--- config.mk ---
export PLATFORM = sky130hd
export DESIGN_NAME = clk_rst_sequencer_flat
export DESIGN_NICKNAME = d
export VERILOG_FILES = /design/src/rtl/clk_rst_pkg.sv /design/src/rtl/clk_rst_sequencer_if.sv /design/src/rtl/clk_ce_div.sv /design/src/rtl/clk_rst_sequencer.sv /design/src/flat_wrapper.sv
export SDC_FILE = /design/constraint.sdc
export NUM_CORES = 1
export LEC_CHECK = 0
export CAP_MARGIN = 20
export CORE_MARGIN = 2
export CORE_UTILIZATION = 55
export CTS_BUF_LIST = sky130_fd_sc_hd__clkbuf_16
export DETAILED_ROUTE_END_ITERATION = 8
export GPL_TIMING_DRIVEN = 0
export PLACE_DENSITY = 0.69
export SYNTH_ARGS = -nofsm -noshare
export SYNTH_HDL_FRONTEND = slang
export SYNTH_HIERARCHICAL = 1
export SYNTH_SLANG_ARGS = --single-unit
export TNS_END_PERCENT = 100
--- constraint.sdc ---
create_clock -name i_brd_clk -period 5.9 [get_ports i_brd_clk]
set_input_delay 0.59 -clock i_brd_clk [delete_from_list [all_inputs] [get_ports i_brd_clk]]
set_output_delay 0.59 -clock i_brd_clk [all_outputs]
set_load 0.05 [all_outputs]
--- src/rtl/clk_rst_pkg.sv ---
// clk_rst_sequencer shared types and defaults.
// FSM encoding, clog2 helper, default timing constants.
package clk_rst_pkg;

  typedef enum logic [1:0] {
    ST_HOLD    = 2'd0,
    ST_WAIT    = 2'd1,
    ST_RELEASE = 2'd2,
    ST_RUN     = 2'd3
  } seq_state_e;

  localparam int DIV_DEFAULT_C = 2;
  localparam int RST_DLY_C     = 2000;
  localparam int STAGGER_C     = 16;

  function automatic int clog2(input int v);
    int r;
    r = 0;
    for (int i = 0; i < 32; i++) begin
      if ((64'(1) << r) < 64'(v)) r++;
    end
    return r;
  endfunction

endpackage

--- src/rtl/clk_rst_sequencer_if.sv ---
// Control/status bundle between the board top and the sequencer.
// master drives strobes and divisors, slave is the sequencer.
interface clk_rst_sequencer_if #(
  parameter int NUM_CH    = 4,
  parameter int DIV_WIDTH = 16
);

  logic                 i_soft_rst;
  logic [NUM_CH-1:0]    i_div_wr;
  logic [DIV_WIDTH-1:0] i_div_data;
  logic [NUM_CH-1:0]    o_rst_n;
  logic [NUM_CH-1:0]    o_ce;
  logic [NUM_CH-1:0]    o_tgl;
  logic                 o_ready;
  logic                 o_busy;

  modport master (
    output i_soft_rst, i_div_wr, i_div_data,
    input  o_rst_n, o_ce, o_tgl, o_ready, o_busy
  );

  modport slave (
    input  i_soft_rst, i_div_wr, i_div_data,
    output o_rst_n, o_ce, o_tgl, o_ready, o_busy
  );

endinterface

--- src/rtl/clk_ce_div.sv ---
// One divided clock-enable channel with shadowed divisor.
// Divisor changes land only on a counter wrap.
module clk_ce_div
  import clk_rst_pkg::*;
#(
  parameter int DIV_WIDTH   = 16,
  parameter int DIV_DEFAULT = DIV_DEFAULT_C
) (
  input  logic                 clk_i,
  input  logic                 rst_ni,
  input  logic                 rel_i,
  input  logic                 clr_i,
  input  logic                 wr_i,
  input  logic [DIV_WIDTH-1:0] data_i,
  output logic                 ce_o,
  output logic                 tgl_o
);

  localparam logic [DIV_WIDTH-1:0] ONE = DIV_WIDTH'(1);
  localparam logic [DIV_WIDTH-1:0] DEF = DIV_WIDTH'(DIV_DEFAULT);

  logic [DIV_WIDTH-1:0] shadow_q, shadow_d;
  logic [DIV_WIDTH-1:0] active_q, active_d;
  logic [DIV_WIDTH-1:0] cnt_q, cnt_d;
  logic [DIV_WIDTH-1:0] nd, rl;
  logic run_q, run_d;
  logic ce_q, ce_d;
  logic tgl_q, tgl_d;

  // Next divisor, reload value and counter/enable next state.
  always_comb begin
    nd       = wr_i ? data_i : shadow_q;
    rl       = (nd <= ONE) ? '0 : nd - ONE;
    shadow_d = nd;
    active_d = active_q;
    cnt_d    = cnt_q;
    run_d    = run_q;
    ce_d     = 1'b0;
    tgl_d    = tgl_q;
    if (!rel_i || clr_i) begin
      active_d = nd;
      cnt_d    = '0;
      run_d    = 1'b0;
      tgl_d    = 1'b0;
    end else if (!run_q) begin
      // first released cycle acts as one step of the countdown
      run_d    = 1'b1;
      active_d = nd;
      if (rl == '0) begin
        ce_d  = 1'b1;
        tgl_d = ~tgl_q;
      end else begin
        cnt_d = rl - ONE;
      end
    end else if (cnt_q == '0) begin
      active_d = nd;
      cnt_d    = rl;
      ce_d     = 1'b1;
      tgl_d    = ~tgl_q;
    end else begin
      cnt_d = cnt_q - ONE;
    end
  end

  // Channel state registers.
  always_ff @(posedge clk_i) begin
    if (!rst_ni) begin
      shadow_q <= DEF;
      active_q <= DEF;
      cnt_q    <= '0;
      run_q    <= 1'b0;
      ce_q     <= 1'b0;
      tgl_q    <= 1'b0;
    end else begin
      shadow_q <= shadow_d;
      active_q <= active_d;
      cnt_q    <= cnt_d;
      run_q    <= run_d;
      ce_q     <= ce_d;
      tgl_q    <= tgl_d;
    end
  end

  assign ce_o  = ce_q;
  assign tgl_o = tgl_q;

endmodule

--- src/rtl/clk_rst_sequencer.sv ---
// Staggered per-domain reset release plus divided clock enables.
// Sequencer FSM here, one clk_ce_div per channel.
module clk_rst_sequencer
  import clk_rst_pkg::*;
#(
  parameter int NUM_CH      = 4,
  parameter int DIV_WIDTH   = 16,
  parameter int DIV_DEFAULT = DIV_DEFAULT_C,
  parameter int RST_DLY     = RST_DLY_C,
  parameter int STAGGER     = STAGGER_C
) (
  input logic               i_brd_clk,
  input logic               i_reset_n,
  clk_rst_sequencer_if.slave bus
);

  localparam int SEQ_W = clog2(RST_DLY + NUM_CH * STAGGER + 1);
  localparam logic [SEQ_W-1:0] FIRST =
    SEQ_W'(RST_DLY);
  localparam logic [SEQ_W-1:0] LAST =
    SEQ_W'(RST_DLY + (NUM_CH - 1) * STAGGER);

  function automatic logic [SEQ_W-1:0] rel_at(input int k);
    return SEQ_W'(RST_DLY + k * STAGGER);
  endfunction

  seq_state_e        state_q;
  logic [SEQ_W-1:0]  seq_q;
  logic [SEQ_W-1:0]  seq_nx;
  logic [NUM_CH-1:0] rst_n_q;
  logic              ready_q;
  logic              busy_q;
  logic              clr;
  logic [NUM_CH-1:0] ce_w;
  logic [NUM_CH-1:0] tgl_w;

  assign clr    = bus.i_soft_rst && (state_q != ST_HOLD);
  assign seq_nx = seq_q + SEQ_W'(1);

  // Reset sequencing FSM with registered outputs.
  always_ff @(posedge i_brd_clk) begin
    if (!i_reset_n) begin
      state_q <= ST_HOLD;
      seq_q   <= '0;
      rst_n_q <= '0;
      ready_q <= 1'b0;
      busy_q  <= 1'b0;
    end else if (clr) begin
      state_q <= ST_WAIT;
      seq_q   <= '0;
      rst_n_q <= '0;
      ready_q <= 1'b0;
      busy_q  <= 1'b1;
    end else begin
      unique case (state_q)
        ST_HOLD: begin
          state_q <= ST_WAIT;
          seq_q   <= '0;
          busy_q  <= 1'b1;
        end
        ST_WAIT, ST_RELEASE: begin
          seq_q <= seq_nx;
          for (int k = 0; k < NUM_CH; k++) begin
            if (seq_nx == rel_at(k)) rst_n_q[k] <= 1'b1;
          end
          if (seq_nx == LAST) begin
            state_q <= ST_RUN;
            ready_q <= 1'b1;
            busy_q  <= 1'b0;
          end else if (seq_nx == FIRST) begin
            state_q <= ST_RELEASE;
          end
        end
        ST_RUN: begin
          state_q <= ST_RUN;
        end
      endcase
    end
  end

  for (genvar g = 0; g < NUM_CH; g++) begin : g_ch
    clk_ce_div #(
      .DIV_WIDTH  (DIV_WIDTH),
      .DIV_DEFAULT(DIV_DEFAULT)
    ) u_div (
      .clk_i (i_brd_clk),
      .rst_ni(i_reset_n),
      .rel_i (rst_n_q[g]),
      .clr_i (clr),
      .wr_i  (bus.i_div_wr[g]),
      .data_i(bus.i_div_data),
      .ce_o  (ce_w[g]),
      .tgl_o (tgl_w[g])
    );
  end

  assign bus.o_rst_n = rst_n_q;
  assign bus.o_ce    = ce_w;
  assign bus.o_tgl   = tgl_w;
  assign bus.o_ready = ready_q;
  assign bus.o_busy  = busy_q;

endmodule

--- src/flat_wrapper.sv ---
// flat-port wrapper written by rule: the top's interface ports become plain ports
module clk_rst_sequencer_flat import clk_rst_pkg::*;
#(
  parameter int NUM_CH      = 4,
  parameter int DIV_WIDTH   = 16,
  parameter int DIV_DEFAULT = DIV_DEFAULT_C,
  parameter int RST_DLY     = RST_DLY_C,
  parameter int STAGGER     = STAGGER_C
)
  (i_brd_clk, i_reset_n, bus_i_soft_rst, bus_i_div_wr, bus_i_div_data, bus_o_rst_n, bus_o_ce, bus_o_tgl, bus_o_ready, bus_o_busy);
  clk_rst_sequencer_if #(.NUM_CH(NUM_CH), .DIV_WIDTH(DIV_WIDTH)) bus_i ();
  input logic i_brd_clk;
  input logic i_reset_n;
  input wire logic [$bits(bus_i.i_soft_rst)-1:0] bus_i_soft_rst;
  input wire logic [$bits(bus_i.i_div_wr)-1:0] bus_i_div_wr;
  input wire logic [$bits(bus_i.i_div_data)-1:0] bus_i_div_data;
  output wire logic [$bits(bus_i.o_rst_n)-1:0] bus_o_rst_n;
  output wire logic [$bits(bus_i.o_ce)-1:0] bus_o_ce;
  output wire logic [$bits(bus_i.o_tgl)-1:0] bus_o_tgl;
  output wire logic [$bits(bus_i.o_ready)-1:0] bus_o_ready;
  output wire logic [$bits(bus_i.o_busy)-1:0] bus_o_busy;
  assign bus_i.i_soft_rst = bus_i_soft_rst;
  assign bus_i.i_div_wr = bus_i_div_wr;
  assign bus_i.i_div_data = bus_i_div_data;
  assign bus_o_rst_n = bus_i.o_rst_n;
  assign bus_o_ce = bus_i.o_ce;
  assign bus_o_tgl = bus_i.o_tgl;
  assign bus_o_ready = bus_i.o_ready;
  assign bus_o_busy = bus_i.o_busy;
  clk_rst_sequencer #(.NUM_CH(NUM_CH), .DIV_WIDTH(DIV_WIDTH), .DIV_DEFAULT(DIV_DEFAULT), .RST_DLY(RST_DLY), .STAGGER(STAGGER)) u_core (.i_brd_clk(i_brd_clk), .i_reset_n(i_reset_n), .bus(bus_i));
endmodule
==> metrics.cfg <==
[worst_setup_path]
end_kind = flip-flop
reg2regPathDepth = 10
critPathLaunchType = input port
r2r_start = u_core/g_ch[1].u_div/shadow_q[4]
worstSetupPathType = input port to flip-flop
critPathRequiredTime_ns = 6.24
crit_arrival_ns = 5.84
reg2reg_to = u_core/g_ch[1].u_div/cnt_q[13]
regToRegSetupSlack_ns = 1.74
worst-path-max-fanout = 10

[global_routing]
grt_pass1_vias = 12400
grt.overflow.total = 0
use_met2 = 0.483
first_pass_grt_wire_length_microns = 63400
grt_start_max_net_pins = 39
use_met1 = 0.398
grt.met3_usage = 0.0385
gr-max-usage-layer = met2
grt_util_all_layers = 0.291
antenna_found_initial = 1

[placed_design]
numPortBuffers = 35
place.detailed.hpwl_microns = 28100
gpl.final_weighted_congestion = 0.919
dpl_worst_slack_ns = -0.228

[cells_and_area]
layout_common_cells = sky130_fd_sc_hd__nand2_1 (163), sky130_fd_sc_hd__dfxtp_1 (159), sky130_fd_sc_hd__a21oi_1 (124), sky130_fd_sc_hd__nor2_1 (116), sky130_fd_sc_hd__nor3_1 (67)
fraction_of_layout_cells_with_a_size_suffix_above_1 = 0.125
final.fill_count = 2279
areaGrowthSynthToFinish_pct = 10.4
multi_input_area_sq_um = 9920
layout.area.seq_sq_um = 3180
finish.net_count = 1826
final_common_cell = sky130_fd_sc_hd__nand2_1

[sta]
final_critical_path_setup_slack_ns = 0.399
grt_setup_unrepaired = no
timing_hold_violations_final = 0
number_of_max_slew_violations_in_the_final_report = 0
tcrit_tclk_final = 0.932
setup_violations = 0
fin_crit_ns = 5.50
maxSlewHeadroom = 0.267
whs_ns = 0.474
totalNegativeSetupSlack_ns = 0
maximum_clock_skew_at_final_layout_ns = 0.0145
clock.fmax_ghz = 0.182
worst-slew-pin-transition_ns = 1.10

[synth]
syn_area_per_cell_sq_um = 8.04
ys_seq_area_frac = 0.230
ys_async_sr_fraction = 0
postSynthRegisterBits = 159
synthesis.nets = 1770
synth_flop_type = sky130_fd_sc_hd__dfxtp_1
netlist-cell-type-count = 118
syn_area_sq_um = 13800
postSynthCellCount = 1718
dominant_cells_by_area_after_synthesis = sky130_fd_sc_hd__dfxtp_1 (23%), sky130_fd_sc_hd__a21oi_1 (4.5%), sky130_fd_sc_hd__mux2i_1 (4.5%)
post-synth-top-area-cell = sky130_fd_sc_hd__dfxtp_1
post-synth-top-area-fraction = 0.230
synth.yosys.warnings = 6
synth_edf_count = 0

[min_path]
worst_hold_path.endpoint = u_core/g_ch[0].u_div/cnt_q[1]
min_delay_path_depth = 2
timing.hold.worst.class = flip-flop to flip-flop
timing.hold.worst.start = u_core/g_ch[0].u_div/cnt_q[1]

[floorplanning]
die_h_microns = 163
design.die.area_sq_um = 26400
fp.dieW_microns = 163
initial_core_utilization = 0.555
io_pins = 37
rows = 58
floorplan_core_area_sq_um = 24900

[routing]
routed_via_density = 6.28
via_count = 13300
drtAntennaViolNets = 0
firstDrtPassIters = 5
remaining_drc_errors = 0
dr_wl_cell_microns = 18.2
routed_wl_microns = 38600
drt_iter0_drc = 1287

[clocking]
clk_pin_slew_ns = 0.07
insertion_delay_ns = 0.44
tritoncts = built
cts_num_sinks = 159
tritoncts.num_buffers = 17
cts-root-to-sink-buffers = 2
htree_levels = 4
root_buffer = sky130_fd_sc_hd__clkbuf_16
post_cts_hold_buffers = 0
cts.repair_timing.setup_buffer_count = 0

[run]
max-cap-violations = 0

[run_status]
outcome = completed

[pwr]
vdd.ir_drop.worst_mv = 0.294
power_density_nw_per_um2 = 207
total_leakage_power_nw = 5.68

==> critical path: stages <==
cell and delay (ns):
sky130_fd_sc_hd__clkdlybuf4s50_1 0.62, sky130_fd_sc_hd__clkbuf_2 0.29, sky130_fd_sc_hd__buf_2 0.27, sky130_fd_sc_hd__buf_4 0.24, sky130_fd_sc_hd__buf_2 0.27, sky130_fd_sc_hd__mux2i_1 0.35
sky130_fd_sc_hd__ha_1 0.22, sky130_fd_sc_hd__clkbuf_1 0.38, sky130_fd_sc_hd__nor2_1 0.12, sky130_fd_sc_hd__nor3_2 0.35, sky130_fd_sc_hd__nand3_1 0.32, sky130_fd_sc_hd__nand2_1 0.33
sky130_fd_sc_hd__ha_1 0.23, sky130_fd_sc_hd__inv_1 0.06, sky130_fd_sc_hd__a211o_1 0.32, sky130_fd_sc_hd__nor4_1 0.48, sky130_fd_sc_hd__a2111oi_0 0.17, sky130_fd_sc_hd__a211oi_1 0.24
==> metal layers <==
layer,up-vias,part of all wire
met5,-,0
met3,50,0.050
li1,6539,-
met2,385,0.46
met4,0,0.019
met1,6327,0.47
==> synthesized netlist by cell type (all sizes together) (44+ instances only) <==
cell type	number
nand2	164
dfxtp	159
a21oi	126
nor2	118
o21ai	83
nor3	76
mux2i	66
xnor2	55
nand3	54
xor2	52
clkbuf	46
nor2b	46
buf	44
==> worst max path at each step <==
stage | to | cells after the start | slack (ns) | start
final | u_core/g_ch[1].u_div/cnt_q[13] | 18 | 0.40 | bus_i_div_wr[1]
after global routing | u_core/g_ch[0].u_div/cnt_q[8] | 19 | 0.02 | bus_i_div_wr[0]
after CTS | u_core/g_ch[1].u_div/cnt_q[0] | 18 | 0.20 | bus_i_div_wr[1]
after detailed placement | u_core/g_ch[1].u_div/cnt_q[0] | 18 | -0.23 | bus_i_div_wr[1]
after global placement | u_core/g_ch[1].u_div/cnt_q[0] | 18 | -0.13 | bus_i_div_wr[1]
after floorplan | u_core/g_ch[3].u_div/cnt_q[10] | 15 | 1.49 | bus_i_div_wr[3]
==> repair_timing <==
item                                    4_1_cts  5_1_grt
endpoints found under the setup margin        0       36
resized for setup                             0        7
endpoints found under the hold margin         0        0
==> per-stage QoR <==
| step | util | power [mW] | instances | cell area (sq um) |
|---|---|---|---|---|
| after global routing | 0.613 | 3.32 | 2117 | 15300 |
| after floorplan | - | 1.77 | 1718 | 13800 |
| after CTS | 0.610 | 3.17 | 2115 | 15200 |
| after detailed placement | 0.586 | 1.98 | 2083 | 14600 |
| after global placement | 0.586 | 1.97 | 2083 | 14600 |
| final | 0.613 | 3.16 | 2118 | 15300 |
==> registers in the layout, indices dropped and copies added (netlist names) <==
register / count
u_core/state_q: 2
u_core/seq_q: 12
u_core/bus.o_busy: 1
u_core/bus.o_rst_n: 4
u_core/g_ch.u_div/tgl_o: 4
u_core/g_ch.u_div/shadow_q: 64
u_core/g_ch.u_div/ce_o: 4
u_core/g_ch.u_div/cnt_q: 64
u_core/g_ch.u_div/run_q: 4
==> layout make-up <==
class	instances	area share
Buffer	92	0.0384
Antenna cell	1	0.000164
Sequential cell	159	0.209
Inverter	40	0.00984
Timing Repair Buffer	37	0.0254
Multi-Input combinational cell	1427	0.650
Tap cell	330	0.0271
Clock buffer	17	0.0279
Clock inverter	15	0.0123
==> logic make-up after synthesis <==
logic type      after synthesis  synth area share
mux                          97            0.0754
flops                       159             0.230
fa+ha+maj                    29            0.0263
compound gates              460             0.239
buf+inv                     132            0.0531
simple gates                734             0.305
xor+xnor                    107            0.0713
==> power breakdown <==
group | leakage, nW | switching (mW) | internal [mW]
sequential | 1.29 | 0.0417 | 1.11
clock | 0.297 | 0.502 | 0.674
combinational | 4.09 | 0.511 | 0.324
total | 5.68 | 1.05 | 2.11
No activity file was read; power rests on OpenSTA's default activity.
